[config.mk]
export PLATFORM = sky130hd
export DESIGN_NAME = uart_rx_engine
export DESIGN_NICKNAME = d
export VERILOG_FILES = /design/src/rtl/uart_rx_engine.sv
export SDC_FILE = /design/constraint.sdc
export NUM_CORES = 1
export LEC_CHECK = 0
export CORE_ASPECT_RATIO = 0.5
export CORE_MARGIN = 2
export CORE_UTILIZATION = 39
export CTS_CLUSTER_SIZE = 10
export DETAILED_ROUTE_END_ITERATION = 8
export DONT_BUFFER_PORTS = 1
export GPL_TIMING_DRIVEN = 1
export RECOVER_POWER = 25
export SLEW_MARGIN = 0
export SYNTH_ARGS = -nofsm -noshare
export SYNTH_HDL_FRONTEND = slang
export SYNTH_SLANG_ARGS = --single-unit
[constraint.sdc]
create_clock -name clk -period 4.3 [get_ports clk]
set_input_delay 0.86 -clock clk [delete_from_list [all_inputs] [get_ports clk]]
set_output_delay 0.86 -clock clk [all_outputs]
set_load 0.02 [all_outputs]
[src/rtl/uart_rx_engine.sv]
// uart_rx_engine
//   UART receive engine. Oversamples the asynchronous serial line using the
//   rx_tick enable and assembles LSB-first frames into parallel words. Each
//   word is offered through a valid/ready handshake, together with its
//   framing and parity status. Frames that arrive while a word is still
//   waiting to be accepted are dropped and reported through overrun.
//
// Ports
//   clk        system clock; all logic runs on its rising edge
//   rst        synchronous reset, active-high
//   rx_tick    oversample enable, one clk wide, OVERSAMPLE pulses per bit
//   rxd        asynchronous serial input, idle high
//   rx_ready   consumer accepts rx_data when rx_valid && rx_ready
//   rx_data    received word
//   rx_valid   word available; held until accepted
//   frame_err  stop bit of the presented word was sampled low
//   parity_err parity mismatch on the presented word (0 when PARITY_EN=0)
//   overrun    at least one frame was lost while rx_valid was held
//   busy       receiver is in any state other than IDLE
module uart_rx_engine #(
    parameter int DATA_BITS  = 8,
    parameter int OVERSAMPLE = 16,
    parameter int PARITY_EN  = 0,
    parameter int PARITY_ODD = 0
) (
    input  logic                 clk,
    input  logic                 rst,
    input  logic                 rx_tick,
    input  logic                 rxd,
    input  logic                 rx_ready,
    output logic [DATA_BITS-1:0] rx_data,
    output logic                 rx_valid,
    output logic                 frame_err,
    output logic                 parity_err,
    output logic                 overrun,
    output logic                 busy
);

    localparam int TW = $clog2(OVERSAMPLE);
    localparam int BW = $clog2(DATA_BITS + 1);

    localparam logic [TW-1:0] T_HALF = TW'(OVERSAMPLE / 2 - 1);
    localparam logic [TW-1:0] T_LAST = TW'(OVERSAMPLE - 1);
    localparam logic [BW-1:0] B_LAST = BW'(DATA_BITS - 1);
    localparam logic          ODD    = (PARITY_ODD != 0);

    typedef enum logic [2:0] {
        IDLE,
        START,
        DATA,
        PARITY,
        STOP,
        BREAK_WAIT
    } state_t;

    state_t                 state;
    logic                   rxd_m;
    logic                   rxd_s;
    logic [TW-1:0]          tcnt;
    logic [BW-1:0]          bcnt;
    logic [DATA_BITS-1:0]   shreg;
    logic                   par_err;

    assign busy = (state != IDLE);

    always_ff @(posedge clk) begin
        if (rst) begin
            state      <= IDLE;
            rxd_m      <= 1'b1;
            rxd_s      <= 1'b1;
            tcnt       <= '0;
            bcnt       <= '0;
            shreg      <= '0;
            par_err    <= 1'b0;
            rx_data    <= '0;
            rx_valid   <= 1'b0;
            frame_err  <= 1'b0;
            parity_err <= 1'b0;
            overrun    <= 1'b0;
        end else begin
            rxd_m <= rxd;
            rxd_s <= rxd_m;

            // Accept first; a word completing in the same cycle below
            // overrides the clear of rx_valid.
            if (rx_valid && rx_ready) begin
                rx_valid <= 1'b0;
                overrun  <= 1'b0;
            end

            if (rx_tick) begin
                case (state)
                    IDLE: begin
                        if (!rxd_s) begin
                            state <= START;
                            tcnt  <= '0;
                        end
                    end
                    START: begin
                        if (tcnt == T_HALF) begin
                            if (rxd_s) begin
                                state <= IDLE;
                            end else begin
                                tcnt    <= '0;
                                bcnt    <= '0;
                                par_err <= 1'b0;
                                state   <= DATA;
                            end
                        end else begin
                            tcnt <= tcnt + TW'(1);
                        end
                    end
                    DATA: begin
                        if (tcnt == T_LAST) begin
                            tcnt  <= '0;
                            shreg <= {rxd_s, shreg[DATA_BITS-1:1]};
                            bcnt  <= bcnt + BW'(1);
                            if (bcnt == B_LAST)
                                state <= (PARITY_EN != 0) ? PARITY : STOP;
                        end else begin
                            tcnt <= tcnt + TW'(1);
                        end
                    end
                    PARITY: begin
                        if (tcnt == T_LAST) begin
                            tcnt    <= '0;
                            par_err <= (((^shreg) ^ rxd_s) != ODD);
                            state   <= STOP;
                        end else begin
                            tcnt <= tcnt + TW'(1);
                        end
                    end
                    STOP: begin
                        if (tcnt == T_LAST) begin
                            tcnt <= '0;
                            // Held, unaccepted word wins; the new one is lost.
                            if (rx_valid && !rx_ready) begin
                                overrun <= 1'b1;
                            end else begin
                                rx_data    <= shreg;
                                frame_err  <= ~rxd_s;
                                parity_err <= par_err;
                                rx_valid   <= 1'b1;
                            end
                            state <= rxd_s ? IDLE : BREAK_WAIT;
                        end else begin
                            tcnt <= tcnt + TW'(1);
                        end
                    end
                    BREAK_WAIT: begin
                        if (rxd_s)
                            state <= IDLE;
                    end
                    default: state <= IDLE;
                endcase
            end
        end
    end

endmodule

==> results_dict.tcl <==
set metrics [dict create \
    status "finished clean" \
    synth_cells 182 \
    cts_setup_buffers 0 \
    avgSynthCellArea_sq_um 8.92 \
    cap_violations 0 \
    drt_iter0_drc 49 \
    hp-start "rxd_m" \
    clk_pin_slew_ns 0.08 \
    dr_wl_met3_microns 125 \
    grt_pass1_wl_microns 5240 \
    met2_length_microns 1360 \
    area_growth_pct 7.32 \
    drive_gt1_share_pct 9.44 \
    hold_viol 0 \
    yosys_most_used_dff "dfxtp_1" \
    reg2reg_slack_ns 1.86 \
    rows 16 \
    dieArea_sq_um 4730 \
    slowest_delay_ns 0.96 \
    antenna_found_initial 0 \
    synth_top_area_share_pct 41.9 \
    port_buffers 0 \
    synth.distinct_cells 46 \
    synthTopCellsByArea "dfxtp_1 42%, mux2i_1 6.2%, a21oi_1 5.9%" \
    highest-signal-layer "met4" \
    dp_hpwl_microns 2090 \
    synth-warning-count 0 \
    hp-class "flip-flop to flip-flop" \
    worst-slew-pin-transition_ns 1.01 \
    start_util_pct 41.2 \
    cts_resized 0 \
    synthArstFlopShare_pct 0 \
    final_nets 186 \
    holdWs_ns 0.418 \
    path_max_fanout 12 \
    rsz0062_at_grt "no" \
    detail_route.wl_per_cell_microns 13.4 \
    start_kind "flip-flop" \
    wl_met1_microns 1630 \
    endpoint_kind "flip-flop" \
    place_area_sq_um 1630 \
    fin_skew_ns 0.00620 \
    setup_viol 0 \
    tns_ns 0 \
    finalPower_uw 625 \
    vias 1260 \
    required_ns 4.48 \
    grt-ovfl-total 0 \
    syn_nets 189 \
    avgViaCountPerCell 5.38 \
    grt_pass1_vias 1131 \
    post-route-period-util_pct 56.8 \
    max_freq_mhz 410 \
    fill_cells 387 \
    cts_tree "done" \
    yosysSeqAreaShare_pct 41.9 \
    crit_start "tcnt[0]" \
    yosysTopAreaCell "dfxtp_1" \
    cts_root_buf "clkbuf_8" \
    path_cells "ha_1, nand4_1, nor3_2, mux2i_1, nor2_1" \
    critPathSlowestCell "nor3_2" \
    numCtsBuffers 5 \
    cts_buffer_depth 2 \
    ioPinCount 18 \
    ys_seq_elements 34 \
    die_w_microns 95.3 \
    finish.instance_area_sq_um 1740 \
    drt-total-wl_microns 3140 \
    maxSlewViolCount 0 \
    firstDrtPassIters 4 \
    grt_max_degree 32 \
    critPathKind "flip-flop to flip-flop" \
    h-tree-depth 2 \
    core_sq_um 3940 \
    antenna-diode-count 0 \
    fin_util_pct 44.2 \
    synth_edf_count 0 \
    ir_worst_vdd_v 0.000127 \
    timing.rr.start "tcnt[0]" \
    drc 0 \
    powerDensity_nw_per_um2 359 \
    antenna_left 0 \
    p_leak_nw 0.574 \
    synth_area_sq_um 1620 \
    period_minus_slack_ns 2.44 \
    insertion_delay_ns 0.28 \
    clock-sinks 34 \
    die_height_microns 49.6 \
    relSlewSlack_pct 32.4 \
    routabilityCongestion 0.770 \
    cp.arrival_ns 2.62 \
    grt_usage_pct 14.4 \
    hold_buffers 0 \
]
cells in the mapped netlist, types with 2 or more instances:
cell type   n
dfxtp_1    34
a21oi_1    19
o21ai_0    17
nor2_1     15
nand2_1    13
mux2i_1    10
inv_1       7
clkbuf_1    4
or3_1       4
or4_1       4
xnor2_1     4
o211ai_1    3
o31ai_1     3
and3b_1     2
buf_2       2
buf_4       2
buf_6       2
ha_1        2
nand2b_1    2
nand3_1     2
nor3_1      2
o21a_1      2
or2_2       2
or3b_1      2
xor2_1      2
final cells by class:
class / count / area [sq um] / area share [%]
Multi-Input combinational cell: 131 / 855 / 49.0
Inverter: 7 / 26.3 / 1.51
Tap cell: 54 / 67.6 / 3.88
Clock buffer: 5 / 68.8 / 3.95
Clock inverter: 3 / 45.0 / 2.58
Sequential cell: 34 / 681 / 39.1
power by group:
part           switching (mW)  internal, mW  total, mW
Combinational         0.00789       0.00533     0.0132
Clock                   0.121         0.172      0.294
Sequential            0.00210         0.316      0.318
state kept, by name, summed over array words and instances, names as in the netlist:
signal and cells:
bcnt 4, frame_err 1, overrun 1, par_err 1, parity_err 1, rx_data 8
rx_valid 1, rxd_m 1, rxd_s 1, shreg 8, state 3, tcnt 4
critical path: cells and delay by family (launching register included):
kind                       cells  cell delay, ns
and+or+nand+nor                3            1.44
adders and majority gates      1            0.24
muxes                          1            0.28
DFF                            1            0.38
worst paths after layout:
path	endpoint	depth (start not counted)
min reg2reg	rxd_s	1
max reg2reg	rx_data[0]	5
min	rxd_s	1
max	rx_data[0]	5
logic make-up after synthesis:
kind of cell    count (synthesis)  share of synthesized area, %
fa+ha+maj                       2                          1.54
mux                            10                          6.16
compound gates                 55                          20.8
flops                          34                          41.9
xor+xnor                        7                          4.62
buf+inv                        17                          5.47
simple gates                   57                          19.5
metal layers:
metal	vias to the layer above	GRT usage, %
li1	648	-
met1	590	19.6
met2	20	21.0
met3	2	5.05
met4	0	5.31
met5	-	0
cell usage in the layout (no fill, tap or decap), drive strengths merged, types with 4 or more instances in the layout:
cell    count
a21oi      20
clkbuf      5
dfxtp      34
inv         7
mux2i      10
nand2      13
nor2       16
o21ai      18
or3         4
or4         4
xnor2       4
stage by stage:
stage | setup WS (ns) | std cells
floorplan | 2.49 | 182
CTS | 1.82 | 234
global placement | 1.71 | 226
finish | 1.86 | 234
detailed placement | 1.61 | 226
global route | 1.69 | 234
No activity file was read; power rests on OpenSTA's default activity.
